[config.mk]
export PLATFORM = sky130hd
export DESIGN_NAME = btn_debounce
export DESIGN_NICKNAME = d
export VERILOG_FILES = /design/src/rtl/btn_debounce.sv
export SDC_FILE = /design/constraint.sdc
export NUM_CORES = 1
export LEC_CHECK = 0
export ABC_AREA = 1
export ABC_CLOCK_PERIOD_IN_PS = 1700
export CAP_MARGIN = 30
export CELL_PAD_IN_SITES_DETAIL_PLACEMENT = 0
export CELL_PAD_IN_SITES_GLOBAL_PLACEMENT = 1
export CORE_MARGIN = 2
export CORE_UTILIZATION = 23
export CTS_CLUSTER_SIZE = 28
export DETAILED_ROUTE_END_ITERATION = 8
export DONT_BUFFER_PORTS = 1
export GPL_ROUTABILITY_DRIVEN = 0
export PLACE_DENSITY_LB_ADDON = 0.1
export SYNTH_ARGS = -nofsm -noshare
export SYNTH_HDL_FRONTEND = slang
export SYNTH_SLANG_ARGS = --single-unit
[constraint.sdc]
create_clock -name i_clk -period 1.7 [get_ports i_clk]
set_input_delay 0.425 -clock i_clk [delete_from_list [all_inputs] [get_ports i_clk]]
set_output_delay 0.425 -clock i_clk [all_outputs]
set_load 0.005 [all_outputs]
[src/rtl/btn_debounce.sv]
// -----------------------------------------------------------------------------
// btn_debounce
//
// Conditions one raw, asynchronous, bouncing push-button into a clean
// registered level, and derives edge pulses plus an auto-repeat pulse train
// while the button is held.
//
// Ports:
//   i_clk      clock (single domain)
//   i_rst_n    synchronous active-low reset
//   i_btn      raw button input, asynchronous and possibly bouncing
//   o_level    debounced level (registered)
//   o_level_d  o_level delayed by one cycle (registered)
//   o_rise     one-cycle pulse, o_level & ~o_level_d
//   o_fall     one-cycle pulse, ~o_level & o_level_d
//   o_repeat   one-cycle auto-repeat pulse (registered)
//   o_held     high while the repeat FSM is in its repeating state
// -----------------------------------------------------------------------------
module btn_debounce #(
  parameter int unsigned DEBOUNCE_CYC = 4,
  parameter int unsigned REPEAT_EN    = 1,
  parameter int unsigned REPEAT_DELAY = 10,
  parameter int unsigned REPEAT_RATE  = 3,
  parameter int unsigned CNT_W        = 16
) (
  input  logic i_clk,
  input  logic i_rst_n,
  input  logic i_btn,
  output logic o_level,
  output logic o_level_d,
  output logic o_rise,
  output logic o_fall,
  output logic o_repeat,
  output logic o_held
);

  localparam logic [CNT_W-1:0] DEB_LAST  = CNT_W'(DEBOUNCE_CYC - 1);
  localparam logic [CNT_W-1:0] RPT_DELAY = CNT_W'(REPEAT_DELAY);
  localparam logic [CNT_W-1:0] RPT_RATE  = CNT_W'(REPEAT_RATE);
  localparam logic [CNT_W-1:0] ONE       = CNT_W'(1);

  typedef enum logic [1:0] {
    StIdle,
    StWait,
    StRepeat
  } state_e;

  // ---------------------------------------------------------------------------
  // Synchronizer and debounce
  // ---------------------------------------------------------------------------
  logic             r_sync1;
  logic             r_sync;
  logic             r_level;
  logic             r_level_d;
  logic [CNT_W-1:0] r_dcnt;

  logic             w_level_nxt;
  logic [CNT_W-1:0] w_dcnt_nxt;

  // The next debounced level is also needed by the repeat FSM, so that a
  // repeat pulse is never registered into the cycle in which the level drops.
  always_comb begin
    w_level_nxt = r_level;
    w_dcnt_nxt  = '0;
    if (r_sync != r_level) begin
      if (r_dcnt == DEB_LAST) begin
        w_level_nxt = r_sync;
      end else begin
        w_dcnt_nxt = r_dcnt + ONE;
      end
    end
  end

  always_ff @(posedge i_clk) begin
    if (!i_rst_n) begin
      r_sync1   <= 1'b0;
      r_sync    <= 1'b0;
      r_level   <= 1'b0;
      r_level_d <= 1'b0;
      r_dcnt    <= '0;
    end else begin
      r_sync1   <= i_btn;
      r_sync    <= r_sync1;
      r_level   <= w_level_nxt;
      r_level_d <= r_level;
      r_dcnt    <= w_dcnt_nxt;
    end
  end

  logic w_rise;
  logic w_fall;

  assign w_rise = r_level & ~r_level_d;
  assign w_fall = ~r_level & r_level_d;

  // ---------------------------------------------------------------------------
  // Auto-repeat FSM
  //
  // r_rcnt equals k in the k-th cycle after the rise cycle (WAIT) or after the
  // last terminal cycle (REPEAT). The terminal cycle is the one whose count
  // equals the delay/rate; r_repeat is registered one edge ahead so that it is
  // high exactly in that cycle, gated by the next level so a release wins.
  // ---------------------------------------------------------------------------
  state_e           r_state;
  logic [CNT_W-1:0] r_rcnt;
  logic             r_repeat;

  always_ff @(posedge i_clk) begin
    if (!i_rst_n) begin
      r_state  <= StIdle;
      r_rcnt   <= '0;
      r_repeat <= 1'b0;
    end else begin
      r_repeat <= 1'b0;
      unique case (r_state)
        StIdle: begin
          if (w_rise && (REPEAT_EN != 0)) begin
            r_state <= StWait;
            r_rcnt  <= ONE;
          end
        end
        StWait: begin
          if (!r_level) begin
            r_state <= StIdle;
            r_rcnt  <= '0;
          end else if (r_rcnt == RPT_DELAY) begin
            r_state  <= StRepeat;
            r_rcnt   <= ONE;
            r_repeat <= w_level_nxt && (RPT_RATE == ONE);
          end else begin
            r_rcnt   <= r_rcnt + ONE;
            r_repeat <= w_level_nxt && ((r_rcnt + ONE) == RPT_DELAY);
          end
        end
        StRepeat: begin
          if (!r_level) begin
            r_state <= StIdle;
            r_rcnt  <= '0;
          end else if (r_rcnt == RPT_RATE) begin
            r_rcnt   <= ONE;
            r_repeat <= w_level_nxt && (RPT_RATE == ONE);
          end else begin
            r_rcnt   <= r_rcnt + ONE;
            r_repeat <= w_level_nxt && ((r_rcnt + ONE) == RPT_RATE);
          end
        end
        default: begin
          r_state <= StIdle;
          r_rcnt  <= '0;
        end
      endcase
    end
  end

  // ---------------------------------------------------------------------------
  // Outputs
  // ---------------------------------------------------------------------------
  assign o_level   = r_level;
  assign o_level_d = r_level_d;
  assign o_rise    = w_rise;
  assign o_fall    = w_fall;
  assign o_repeat  = r_repeat;
  assign o_held    = (r_state == StRepeat);

endmodule

* After elaboration in Yosys (flattened, before gate mapping)
Index checks and enable logic that the tools add are counted.
** Word-level totals
- Register bits :: 39
- Logic and storage cells :: 50
- Bits of input ports :: 3
- Output and inout bits :: 6
** Operators by class
- Reductions and logical operators :: 5
- Eq/ne operators :: 11
- Add/subtract/negate cells :: 2
- Mux-type cells :: 18
- Bitwise operators :: 6
** Operators by type and width (number)
- $mux W16 :: 5
- $eq A16 B2 Y1 const B :: 3
- $pmux W16 S3 :: 1
- $add A16 B1 Y16 const B :: 2
- $eq A16 B4 Y1 const B :: 2
- $mux W2 :: 4
- $mux W1 :: 6
- $pmux W2 S3 :: 1
- $ne A2 B2 Y1 const B :: 2
- $not A1 Y1 :: 4
- $ne A3 B3 Y1 const B :: 1
- $reduce_and A3 Y1 :: 1
- $reduce_or A3 Y1 :: 1
- $and A1 B1 Y1 :: 2
- $eq A2 B1 Y1 const B :: 1
- $eq A2 B2 Y1 const B :: 1
- $logic_and A1 B1 Y1 :: 2
- $logic_not A2 Y1 :: 1
- $pmux W1 S2 :: 1
- $ne A1 B1 Y1 :: 1

* Longest topological paths before layout
- Depth after elaboration :: 7
- Depth in mapped cells :: 11
- Mapped depth without buffers :: 11

* Least setup slack after synthesis
Ideal clock, no wire load.
- Path kind :: register -> register
- Start point :: reg r_rcnt[0]
- End point :: reg r_repeat (netlist: o_repeat)
- Arrival :: 1410 ps
- Required time :: 1636 ps
- Stages on the path, launching flop included :: 9
- Period minus slack after synthesis :: 1474 ps
- Setup time :: 64 ps
- Path slack :: 226 ps
- Path buffers :: 0
- Path through :: dfxtp_1 ha_1 inv_1 nor2_4 nand3_2 or2_1 nand2_1 nand4_1 nor2_1
** On the way
- Longest elaborated chain between the ends :: 6
- Elaborated cells between the ends (all ways) :: 12
- Classes of those cells :: 1 x add/sub; 4 x eq/ne; 5 x mux; 2 x reduce/logical
** Ends and longest elaborated chain
- start: declaration :: RTL line 105 : logic [CNT_W-1:0] r_rcnt;
- start signal: assignment :: RTL line 131 : r_rcnt <= r_rcnt + ONE;
- start signal: assignment :: RTL line 143 : r_rcnt <= r_rcnt + ONE;
- $add A16 B1 Y16 :: RTL line 132, 144
- $eq A16 B2 Y1 / $eq A16 B4 Y1 (equally long branches) :: RTL line 144, 132
- $logic_and A1 B1 Y1 (on tied branches) :: RTL line 144, 132
- $mux W1 (on tied branches) :: RTL line 139, 126
- $mux W1 (on tied branches) :: RTL line 136, 123
- $pmux W1 S2 * :: RTL line 115 : unique case (r_state)
- end signal: assignment :: RTL line 132 : r_repeat <= w_level_nxt && ((r_rcnt + ONE) == RPT_DELAY);
- end signal: assignment :: RTL line 141 : r_repeat <= w_level_nxt && (RPT_RATE == ONE);
- end signal: assignment :: RTL line 144 : r_repeat <= w_level_nxt && ((r_rcnt + ONE) == RPT_RATE);
- end: declaration :: RTL line 106 : logic r_repeat;
Every way passes the cells marked *; elsewhere a longest branch is shown, timed or not.
A chain may end at the register's enable or synchronous reset.

* Worst setup path after layout
- Start point :: reg r_rcnt[1]
- End point :: reg r_repeat (netlist: o_repeat)
The elaborated chain is that of the path after synthesis.

==> results.md <==
- Status: complete, no violations
- Final Power: 0.00215 W
- Inserted Clock Buffers: 5
- Flops & latches, synth: 39
- Hold_buf cts: 0
- First-pass GRT wire length: ~11000 um
- Count leader, synth: nand2_1
- Antenna violations before repair: 0
- Die Footprint: 0.0109 mm^2
- Crit path cell chain: ha_2, inv_1, nor2_4, nand2_1, nand2_1, nand2_1, nor2_1, nand2_1, nor2_1, nand3_1, nor2_1
- Final Hold Viols: 0
- Crit-path max cell delay: 0.38 ns
- Fin crit share: 0.915
- Max_slew headroom: 0.824
- Sum Neg Setup Slack: 0 ns
- I/O pins: 9
- Vias/cell: 4.21
- Leak: 1.03 nW
- Finish-stage setup viols: 0
- Ys Warns: 0
- Reg power frac: 0.449
- Global route overflow: 0
- Num rows: 36
- Max H-tree Level: 2
- Switching Fraction: 0.336
- Fin worst setup slack: 0.145 ns
- Share of cells above drive strength 1: 0.131
- Synth top cells by count: nand2_1, nor2_1, inv_1
- Top cells by area, synth: dfxtp_1, nand2_1, nor2_1, inv_1, a21oi_1
- Area delta synth->final: 16.4%
- Nets@finish: 385
- VDD IR max: 0.000521 V
- Maxcap violations: 0
- Routed vias: 2137
- HP Class: primary input to register
- Layout Utilization: 0.276
- WS Path Type: register to register
- Final hold slack: roughly 0.21 ns
- Pwr per Cell Area: about 800 mW/mm^2
- Req. time, crit path: 1.94 ns
- Post-synthesis sequential area ratio: 0.337
- Net switching power: 0.000723 W
- Fmax: 0.643 GHz
- Initial Util: 0.237
- WL per Instance: 12.0 um
- IO buf count: 0
- DPL Wire Length: 4610 um
- CTS clock-pin slew for the worst setup and hold paths: 0.10 ns
- Combinational fraction of design power: 0.240
- CTS root buffer: clkbuf_8
- Deepest clock path buffer count: 2
- GRT Total Usage: 0.119
- CTS tree: yes
- Worst slew pin tran: 0.264 ns
- Residual DRC: 0
- Clock latency on the worst-skew pair: 0.30 ns
- Detailed Route Iter0 Violations: 62
- CP max-delay cell: dfxtp_2
- Worst reg2reg path startpoint: r_rcnt[1]
- Setup crit start kind: register
- Core area: approximately 0.0098 mm^2
- # Post-CTS Setup Buffers: 0
- Largest net degree at the start of global routing: 18
- Crit path max fanout: 6
- Post-synth cell types: 29
- Most frequent CP cell: nand2_1
- N_diodes: 0
- EDFF count, synth: 0
- Share of the synthesized area in the top cell type: 0.337
- Area leader, netlist: dfxtp_1
- Die W: 104 um
- Synth Cell Area: roughly 0.0023 mm^2
- Post-place setup slack: 0.0116 ns
- Vias in the first global route: 2117
- Synth Instances: 356
- Crit path from: r_rcnt[1]
- Die Y-Extent: 104 um
- Hold Startpoint: i_rst_n
- DR pass1 iterations: 4
- Worst EP arrival: 1.79 ns
- Clock power share: 0.310
- Final min period: 1.55 ns
- Fin. max-slew vios: 0
- Net Count, Synth: 367
- Int Power: 0.00143 W
- Clk_skew: 0.0100 ns
- Ys async rst share: 0
- Worst Setup End Kind: register
- Mean area per synthesized cell: 6.50 um^2
- Drt total wl: 6120 um
- Sink Count: 39
- Post-route ant nets: 0
- Synth Flop Type: dfxtp_1
[routing by layer]
| metal | up-vias | part of all wire | track usage |
|---|---|---|---|
| li1 | 1173 | - | - |
| met1 | 951 | 0.51 | 0.160 |
| met4 | 0 | 0.0057 | 0.0261 |
| met3 | 2 | 0.019 | 0.0238 |
| met2 | 11 | 0.46 | 0.197 |
| met5 | - | 0 | 0 |
[path summary, 6_finish.rpt]
path,slack [ns],cells past startpoint,to
hold reg to reg,0.41,2,r_sync
setup / recovery,0.15,11,o_repeat
hold / removal,0.21,2,r_sync
setup reg to reg,0.15,11,o_repeat
[metrics by stage]
| stage | instance area, um^2 | cells |
|---|---|---|
| 3_3_place_gp | 2590 | 500 |
| 5_1_grt | 2700 | 508 |
| 4_1_cts | 2680 | 508 |
| 6_report | 2700 | 508 |
| 3_5_place_dp | 2590 | 500 |
| 2_1_floorplan | 2310 | 356 |
[cell usage in the layout (no fill, tap or decap)]
cell type / count
a21oi_1: 26
buf_12: 2
buf_4: 15
clkbuf_8: 5
clkinv_2: 1
clkinvlp_4: 2
dfxtp_1: 35
dfxtp_2: 4
ha_1: 7
ha_2: 1
inv_1: 40
inv_2: 2
nand2_1: 107
nand2_2: 3
nand2_4: 1
nand3_1: 22
nand3_2: 3
nand3b_1: 3
nand4_1: 12
nor2_1: 49
nor2_2: 3
nor2_4: 5
nor3_1: 8
nor3_2: 1
nor3b_1: 3
o211ai_2: 1
o21a_1: 3
o21ai_0: 3
o21bai_1: 4
or2_0: 1
or2_1: 1
xnor2_1: 1
xor2_1: 1
[registers in the layout, indices dropped and copies added, names as in the netlist]
| register | cells |
|---|---|
| o_level | 1 |
| o_level_d | 1 |
| o_repeat | 1 |
| r_dcnt | 16 |
| r_rcnt | 16 |
| r_state | 2 |
| r_sync | 1 |
| r_sync1 | 1 |
[power groups by stage]
stage                     combinational (W)  sequential, W  clock (W)
after floorplan                    0.000305       0.000988          0
after global placement             0.000544       0.000986          0
after detailed placement           0.000529       0.000987          0
after CTS                          0.000531       0.000966   0.000700
after global routing               0.000590       0.000971   0.000730
final                              0.000518       0.000967   0.000668
[cell type report]
type / count / area, um^2
fill: 1121 / 7080
multi-input combinational: 269 / 1340
sequential: 39 / 786
tap: 133 / 166
inverter: 42 / 158
timing repair buffer: 17 / 153
clock buffer: 5 / 68.8
clock inverter: 3 / 20.0
[worst max-delay path, delay by kind of cell, from the launching register on]
kind          cells  cell delay (ns)
flops             1             0.38
fa+ha+maj         1             0.22
buf+inv           1             0.08
simple gates      9             0.81
[logic make-up (layout without fill, tap and decap cells)]
family | after synthesis | count (layout) | synth area share
and+or+nand+nor | 222 | 222 | 0.436
buffers and inverters | 48 | 67 | 0.0854
DFF | 39 | 39 | 0.337
AOI/OAI and AO/OA | 37 | 37 | 0.0908
adders and majority gates | 8 | 8 | 0.0432
xor gates and xnor gates | 2 | 2 | 0.00757
[timing repair]
| item | in CTS | in global routing |
|---|---|---|
| gates resized for setup | 1 | 5 |
| pin swaps | 0 | 1 |
| setup endpoints to repair | 1 | 16 |
| cloned | 0 | 0 |
No activity file was read; power rests on OpenSTA's default activity.
